===== config.mk =====
export PLATFORM = sky130hd
export DESIGN_NAME = multi_key_debounce
export DESIGN_NICKNAME = d
export VERILOG_FILES = /design/src/rtl/key_pkg.sv /design/src/rtl/key_channel.sv /design/src/rtl/multi_key_debounce.sv
export SDC_FILE = /design/constraint.sdc
export NUM_CORES = 1
export LEC_CHECK = 0
export CORE_ASPECT_RATIO = 1.5
export CORE_MARGIN = 2
export CORE_UTILIZATION = 45
export DETAILED_ROUTE_END_ITERATION = 6
export HOLD_SLACK_MARGIN = 0.05
export PLACE_DENSITY = 0.66
export SYNTH_ARGS = -nofsm -noshare
export SYNTH_HDL_FRONTEND = slang
export SYNTH_SLANG_ARGS = --single-unit
export TNS_END_PERCENT = 100

===== constraint.sdc =====
create_clock -name clk -period 2.4 [get_ports clk]
set_input_delay 0.48 -clock clk [delete_from_list [all_inputs] [get_ports clk]]
set_output_delay 0.48 -clock clk [all_outputs]
set_load 0.05 [all_outputs]

===== src/rtl/key_pkg.sv =====
// Shared types and elaboration-time helpers for the multi-key debouncer.
package key_pkg;

  // Per-channel hold tracking: released, held before the long-press point, and long-held.
  typedef enum logic [1:0] {
    REL  = 2'd0,
    HELD = 2'd1,
    LONG = 2'd2
  } key_state_t;

  // Converts a duration in milliseconds into clock cycles.
  function automatic int unsigned ms_to_cycles(input int unsigned freq, input int unsigned ms);
    return (freq / 1000) * ms;
  endfunction

  // Counter width able to hold 0 .. n-1. This is never narrower than 1 bit.
  function automatic int unsigned cnt_width(input int unsigned n);
    return (n <= 2) ? 1 : $clog2(n);
  endfunction

endpackage


===== src/rtl/key_channel.sv =====
// One key channel: 2-flop synchroniser, debounce counter and REL/HELD/LONG hold FSM.
module key_channel
  import key_pkg::*;
#(
  parameter int unsigned DEB_CNT    = 4,
  parameter int unsigned LONG_CNT   = 20,
  parameter int unsigned REP_CNT    = 0,
  parameter bit          ACTIVE_LOW = 1'b0
) (
  input  logic clk,
  input  logic rst,
  input  logic key_raw,
  output logic key_level,
  output logic press_pulse,
  output logic release_pulse,
  output logic long_pulse,
  output logic repeat_pulse
);

  localparam int unsigned DEB_W    = cnt_width(DEB_CNT);
  localparam int unsigned HOLD_MAX = (LONG_CNT > REP_CNT) ? LONG_CNT : REP_CNT;
  localparam int unsigned HOLD_W   = cnt_width(HOLD_MAX);
  localparam bit          REP_EN   = (REP_CNT > 0);

  localparam logic [DEB_W-1:0]  DEB_LAST  = DEB_W'(DEB_CNT - 1);
  localparam logic [HOLD_W-1:0] LONG_LAST = HOLD_W'(LONG_CNT - 1);
  // Unused when REP_CNT is 0, since repeat is then disabled.
  localparam logic [HOLD_W-1:0] REP_LAST  = HOLD_W'((REP_CNT > 0) ? REP_CNT - 1 : 0);

  logic              sync1, sync2;
  logic [DEB_W-1:0]  deb_cnt_q, deb_cnt_d;
  logic [HOLD_W-1:0] hold_cnt_q, hold_cnt_d;
  key_state_t        state_q, state_d;
  logic              level_q, level_d;
  logic              press_d, release_d, long_d, repeat_d;
  logic              press_q, release_q, long_q, repeat_q;
  logic              differ, accept;

  // Synchronise the polarity-corrected pin into the clock domain.
  always_ff @(posedge clk) begin
    if (rst) begin
      sync1 <= 1'b0;
      sync2 <= 1'b0;
    end else begin
      sync1 <= key_raw ^ ACTIVE_LOW;
      sync2 <= sync1;
    end
  end

  // Debounce: the count runs only while the synced input disagrees with the level.
  always_comb begin
    differ    = sync2 ^ level_q;
    accept    = differ && (deb_cnt_q == DEB_LAST);
    deb_cnt_d = '0;
    level_d   = level_q;
    if (differ && !accept) begin
      deb_cnt_d = deb_cnt_q + 1'b1;
    end
    if (accept) begin
      level_d = ~level_q;
    end
    press_d   = accept & ~level_q;
    release_d = accept & level_q;
  end

  // Hold FSM next-state logic. A release accepted in this cycle takes priority over long and repeat.
  always_comb begin
    state_d    = state_q;
    hold_cnt_d = hold_cnt_q;
    long_d     = 1'b0;
    repeat_d   = 1'b0;
    unique case (state_q)
      REL: begin
        if (press_d) begin
          state_d    = HELD;
          hold_cnt_d = '0;
        end
      end
      HELD: begin
        if (release_d) begin
          state_d    = REL;
          hold_cnt_d = '0;
        end else if (hold_cnt_q == LONG_LAST) begin
          long_d     = 1'b1;
          state_d    = LONG;
          hold_cnt_d = '0;
        end else begin
          hold_cnt_d = hold_cnt_q + 1'b1;
        end
      end
      LONG: begin
        if (release_d) begin
          state_d    = REL;
          hold_cnt_d = '0;
        end else if (REP_EN) begin
          if (hold_cnt_q == REP_LAST) begin
            repeat_d   = 1'b1;
            hold_cnt_d = '0;
          end else begin
            hold_cnt_d = hold_cnt_q + 1'b1;
          end
        end
      end
      default: begin
        state_d    = REL;
        hold_cnt_d = '0;
      end
    endcase
  end

  // State, counters and registered one-cycle pulses.
  always_ff @(posedge clk) begin
    if (rst) begin
      deb_cnt_q  <= '0;
      hold_cnt_q <= '0;
      state_q    <= REL;
      level_q    <= 1'b0;
      press_q    <= 1'b0;
      release_q  <= 1'b0;
      long_q     <= 1'b0;
      repeat_q   <= 1'b0;
    end else begin
      deb_cnt_q  <= deb_cnt_d;
      hold_cnt_q <= hold_cnt_d;
      state_q    <= state_d;
      level_q    <= level_d;
      press_q    <= press_d;
      release_q  <= release_d;
      long_q     <= long_d;
      repeat_q   <= repeat_d;
    end
  end

  assign key_level     = level_q;
  assign press_pulse   = press_q;
  assign release_pulse = release_q;
  assign long_pulse    = long_q;
  assign repeat_pulse  = repeat_q;

endmodule


===== src/rtl/multi_key_debounce.sv =====
// N independent key conditioners. The top derives cycle counts and concatenates the channel outputs.
module multi_key_debounce
  import key_pkg::*;
#(
  parameter int unsigned N_KEYS      = 4,
  parameter int unsigned CLK_FREQ_HZ = 100_000_000,
  parameter int unsigned DEBOUNCE_MS = 20,
  parameter int unsigned LONG_MS     = 1000,
  parameter int unsigned REPEAT_MS   = 0,
  parameter bit          ACTIVE_LOW  = 1'b0
) (
  input  logic              clk,
  input  logic              rst,
  input  logic [N_KEYS-1:0] key_in,
  output logic [N_KEYS-1:0] key_level,
  output logic [N_KEYS-1:0] press_pulse,
  output logic [N_KEYS-1:0] release_pulse,
  output logic [N_KEYS-1:0] long_pulse,
  output logic [N_KEYS-1:0] repeat_pulse
);

  localparam int unsigned DEB_CNT  = ms_to_cycles(CLK_FREQ_HZ, DEBOUNCE_MS);
  localparam int unsigned LONG_CNT = ms_to_cycles(CLK_FREQ_HZ, LONG_MS);
  localparam int unsigned REP_CNT  = ms_to_cycles(CLK_FREQ_HZ, REPEAT_MS);

  for (genvar i = 0; i < N_KEYS; i++) begin : g_ch
    key_channel #(
      .DEB_CNT   (DEB_CNT),
      .LONG_CNT  (LONG_CNT),
      .REP_CNT   (REP_CNT),
      .ACTIVE_LOW(ACTIVE_LOW)
    ) u_ch (
      .clk          (clk),
      .rst          (rst),
      .key_raw      (key_in[i]),
      .key_level    (key_level[i]),
      .press_pulse  (press_pulse[i]),
      .release_pulse(release_pulse[i]),
      .long_pulse   (long_pulse[i]),
      .repeat_pulse (repeat_pulse[i])
    );
  end

endmodule


==> flow_summary.ini <==
[outcome]
status = completed

[power_and_ir_drop]
power_frac_comb = 0.026
switching_share = 0.215
power-per-cell-area_mw_per_mm2 = 580
power.net_switching_w = 0.00159
p_seq_frac = 0.507
clockPowerShare = 0.466
internal_power_w = 0.00578
ir_drop_mv = 0.595
static-leakage-power_nw = 3.95

[sta]
final.setup_skew_ns = 0.00729
timing.slew.headroom = 0.466
timing.setup.tns_ns = 0
post_route_clock_period_utilization = 0.996
timing.fmax_ghz = 0.419
max_slew_violation_count = 0
timing.final.hold_violations = 0
setup-violations-final = 0
worst-slew-pin-transition_ns = 0.800
unrepaired_setup_endpoints_after_global_routing = yes
finalWorstSetupSlack_ns = 0.0106
post-route-min-period_ns = 2.39

[finish]
final_cells = 1654
multi_input_comb_area_mm2 = 0.00608
area_delta_synth_final_pct = 16.6
filler_cell_count = 2223
layout.area.seq_mm2 = 0.00449
final_net_count = 1334
post_route_cells_drive_above_1_share = 0.115
num_antenna_cells = 0
finish.instance_area_mm2 = 0.0127

[worst_setup_path]
worstPathRequired_ns = 2.83
critPathCaptureType = register
regToRegStartpoint = g_ch[1].u_ch.deb_cnt_q[13]
worst-r2r-setup-slack_ns = 0.01
crit_path_start = g_ch[1].u_ch.deb_cnt_q[13]
cp_launch_type = register
critPathArrivalTime_ns = 2.82
timing.critical_path.fanout_max = 8
worstSetupPathType = register to register

[floorplan]
floorplan.initialDensity = 0.459
pin_count = 26
die_height_um = 195
dieWidth_um = 131
floorplan.die_area_mm2 = 0.0255
rows = 69
floorplan.core_area_mm2 = 0.0237

[logic_synthesis]
synth_enable_flop_cells = 0
ys.warnings.count = 0
synth-main-ff-cell = sky130_fd_sc_hd__dfxtp_1
async_flop_share = 0
synth-seq-area-share = 0.411
yosysUniqueCellTypes = 67
yosysTopAreaCellShare = 0.411
netlist_instances = 1286
post_synth_main_area_contributors = sky130_fd_sc_hd__dfxtp_1 41%, sky130_fd_sc_hd__nor2_1 4.4%, sky130_fd_sc_hd__nand3_1 4.2%
synth_top_cell_by_area = sky130_fd_sc_hd__dfxtp_1
syn_area_per_cell_um2 = 8.48
synth_seq_cells = 224
syn_area_mm2 = 0.0109

[clocking]
maximum_count_of_clock_buffers_along_a_single_path = 3
tritoncts = done
cts.htree.levels = 1
cts.root.buffer_cell = sky130_fd_sc_hd__clkbuf_16
clk_pin_slew_worst_paths_ns = 0.06
cts.sink_count = 224
worstSkewPairLatency_ns = 0.50
post_cts_hold_buffer_count = 0
number_of_buffers_inserted_during_clock_tree_synthesis = 23

[route]
drtAntennaViolNets = 0
post_drt_via_cell_ratio = 5.72
wire_per_inst_um = 14.5
dr_total_vias = 9455
wirelength_mm = 23.9
detailedRoute.firstPassIterationCount = 7
route.detailed.drc = 0
drt-initial-drc-count = 534

[placed_design]
io_buffers = 21
placement.cell_area_mm2 = 0.0117
dpl.hpwl_mm = 15.9
post-place-cells = 1605
dpl_worst_slack_ns = 0.0112
weighted_congestion_reported_at_the_end_of_routability_driven_placement = 0.783

[job]
max_cap_viol_count = 0

[global_routing]
antenna_found_initial = 0
grt_pass1_wl_mm = 40.6
grt_max_degree = 94
grt_overflow_total = 0
grt_usage = 0.185
number_of_global_route_vias_before_repair = 8936

[min_path]
min_path_type = input pin to register
hold_startpoint = rst
[through the flow]
stage / utilization / hold WS, ns / total power [W]
finish: 0.535 / 0.413 / 0.00737
global route: 0.535 / 0.429 / 0.00765
CTS: 0.523 / 0.433 / 0.00749
detailed placement: 0.492 / 0.425 / 0.00401
global placement: 0.492 / 0.418 / 0.00401
floorplan: - / 0.414 / 0.00395
[registers in the layout, indices dropped and copies added, names as in the netlist]
register / cells
g_ch.u_ch.hold_cnt_q: 108
g_ch.u_ch.deb_cnt_q: 84
g_ch.u_ch.state_q: 8
g_ch.u_ch.key_level: 4
g_ch.u_ch.long_pulse: 4
g_ch.u_ch.press_pulse: 4
g_ch.u_ch.release_pulse: 4
g_ch.u_ch.sync1: 4
g_ch.u_ch.sync2: 4
[final timing paths]
path,endpoint,cells past startpoint
min,g_ch[3].u_ch.hold_cnt_q[15],4
min reg2reg,g_ch[1].u_ch.sync2,1
max,g_ch[1].u_ch.hold_cnt_q[11],7
max reg2reg,g_ch[1].u_ch.hold_cnt_q[11],7
[per-layer routing]
layer / up-vias / wire length (µm) / GRT usage
met3: 27 / 717 / 0.0245
met2: 122 / 12500 / 0.344
met1: 4502 / 10300 / 0.218
met4: 0 / 390 / 0.0493
li1: 4804 / - / -
met5: - / 0 / 0
[critical path: stages, from the launching register on]
cell and delay [ns]:
sky130_fd_sc_hd__dfxtp_2 0.32, sky130_fd_sc_hd__or4b_4 0.54, sky130_fd_sc_hd__nor4_4 0.34, sky130_fd_sc_hd__a31oi_4 0.15
sky130_fd_sc_hd__buf_12 0.17, sky130_fd_sc_hd__buf_12 0.13, sky130_fd_sc_hd__or4_4 0.50, sky130_fd_sc_hd__a211oi_2 0.17
[what timing repair did]
item	CTS	global route
endpoints found under the setup margin	0	78
gates resized for setup	0	27
hold endpoints to repair	0	0
setup buffers	0	4
[power groups by stage]
stage / registers (W) / logic [W] / clock network, W
CTS: 0.00374 / 0.000190 / 0.00356
global route: 0.00374 / 0.000210 / 0.00370
floorplan: 0.00382 / 0.000131 / 0
global placement: 0.00382 / 0.000188 / 0
finish: 0.00374 / 0.000193 / 0.00344
detailed placement: 0.00382 / 0.000190 / 0
[kinds of logic (layout without fill, tap and decap cells)]
| logic type | count (synthesis) | in the layout | share of synthesized area |
|---|---|---|---|
| buffers and inverters | 110 | 156 | 0.0468 |
| and+or+nand+nor | 622 | 622 | 0.316 |
| adders and majority gates | 8 | 8 | 0.00918 |
| AOI/OAI and AO/OA | 227 | 227 | 0.140 |
| other | 1 | 4 | 0.000344 |
| xor gates and xnor gates | 85 | 85 | 0.0683 |
| muxes | 9 | 9 | 0.00826 |
| DFF | 224 | 224 | 0.411 |
[synthesized netlist by cell type (all sizes together) (2+ instances only)]
master / number
a211oi: 45
a21oi: 35
a311oi: 3
a31oi: 35
a32oi: 2
a41oi: 2
and2: 9
and3: 33
and4: 26
buf: 32
clkbuf: 49
dfxtp: 224
ha: 8
inv: 28
mux2i: 9
nand2: 89
nand2b: 18
nand3: 92
nand3b: 8
nand4: 48
nand4b: 4
nor2: 129
nor2b: 17
nor3: 33
nor4: 12
nor4b: 10
nor4bb: 2
o211ai: 4
o21a: 3
o21ai: 43
o22a: 2
o22ai: 6
o31a: 2
o31ai: 33
o32ai: 2
o41a: 2
or2: 7
or3: 36
or4: 39
or4b: 7
xnor2: 39
xor2: 46
[layout make-up]
class                   count  share of cell area
multi-input cells         955               0.478
flip-flops and latches    224               0.353
repair buffers             87              0.0724
clock buffers              34              0.0517
well taps                 319              0.0314
inverters                  29             0.00857
clock inverters             6             0.00453
[cells in the final DEF (no fill, tap or decap), types with 18 or more instances in the layout]
cell	n
sky130_fd_sc_hd__a211oi_1	33
sky130_fd_sc_hd__a21oi_1	33
sky130_fd_sc_hd__a31oi_1	32
sky130_fd_sc_hd__and3_1	33
sky130_fd_sc_hd__and4_1	26
sky130_fd_sc_hd__buf_4	51
sky130_fd_sc_hd__clkbuf_16	28
sky130_fd_sc_hd__clkdlybuf4s50_1	20
sky130_fd_sc_hd__dfxtp_1	222
sky130_fd_sc_hd__inv_1	28
sky130_fd_sc_hd__nand2_1	89
sky130_fd_sc_hd__nand2b_1	18
sky130_fd_sc_hd__nand3_1	91
sky130_fd_sc_hd__nand4_1	48
sky130_fd_sc_hd__nor2_1	129
sky130_fd_sc_hd__nor3_1	32
sky130_fd_sc_hd__o21ai_0	43
sky130_fd_sc_hd__o31ai_1	32
sky130_fd_sc_hd__or3_1	33
sky130_fd_sc_hd__or4_1	30
sky130_fd_sc_hd__xnor2_1	39
sky130_fd_sc_hd__xor2_1	46
(Power assumes the default switching activity.)
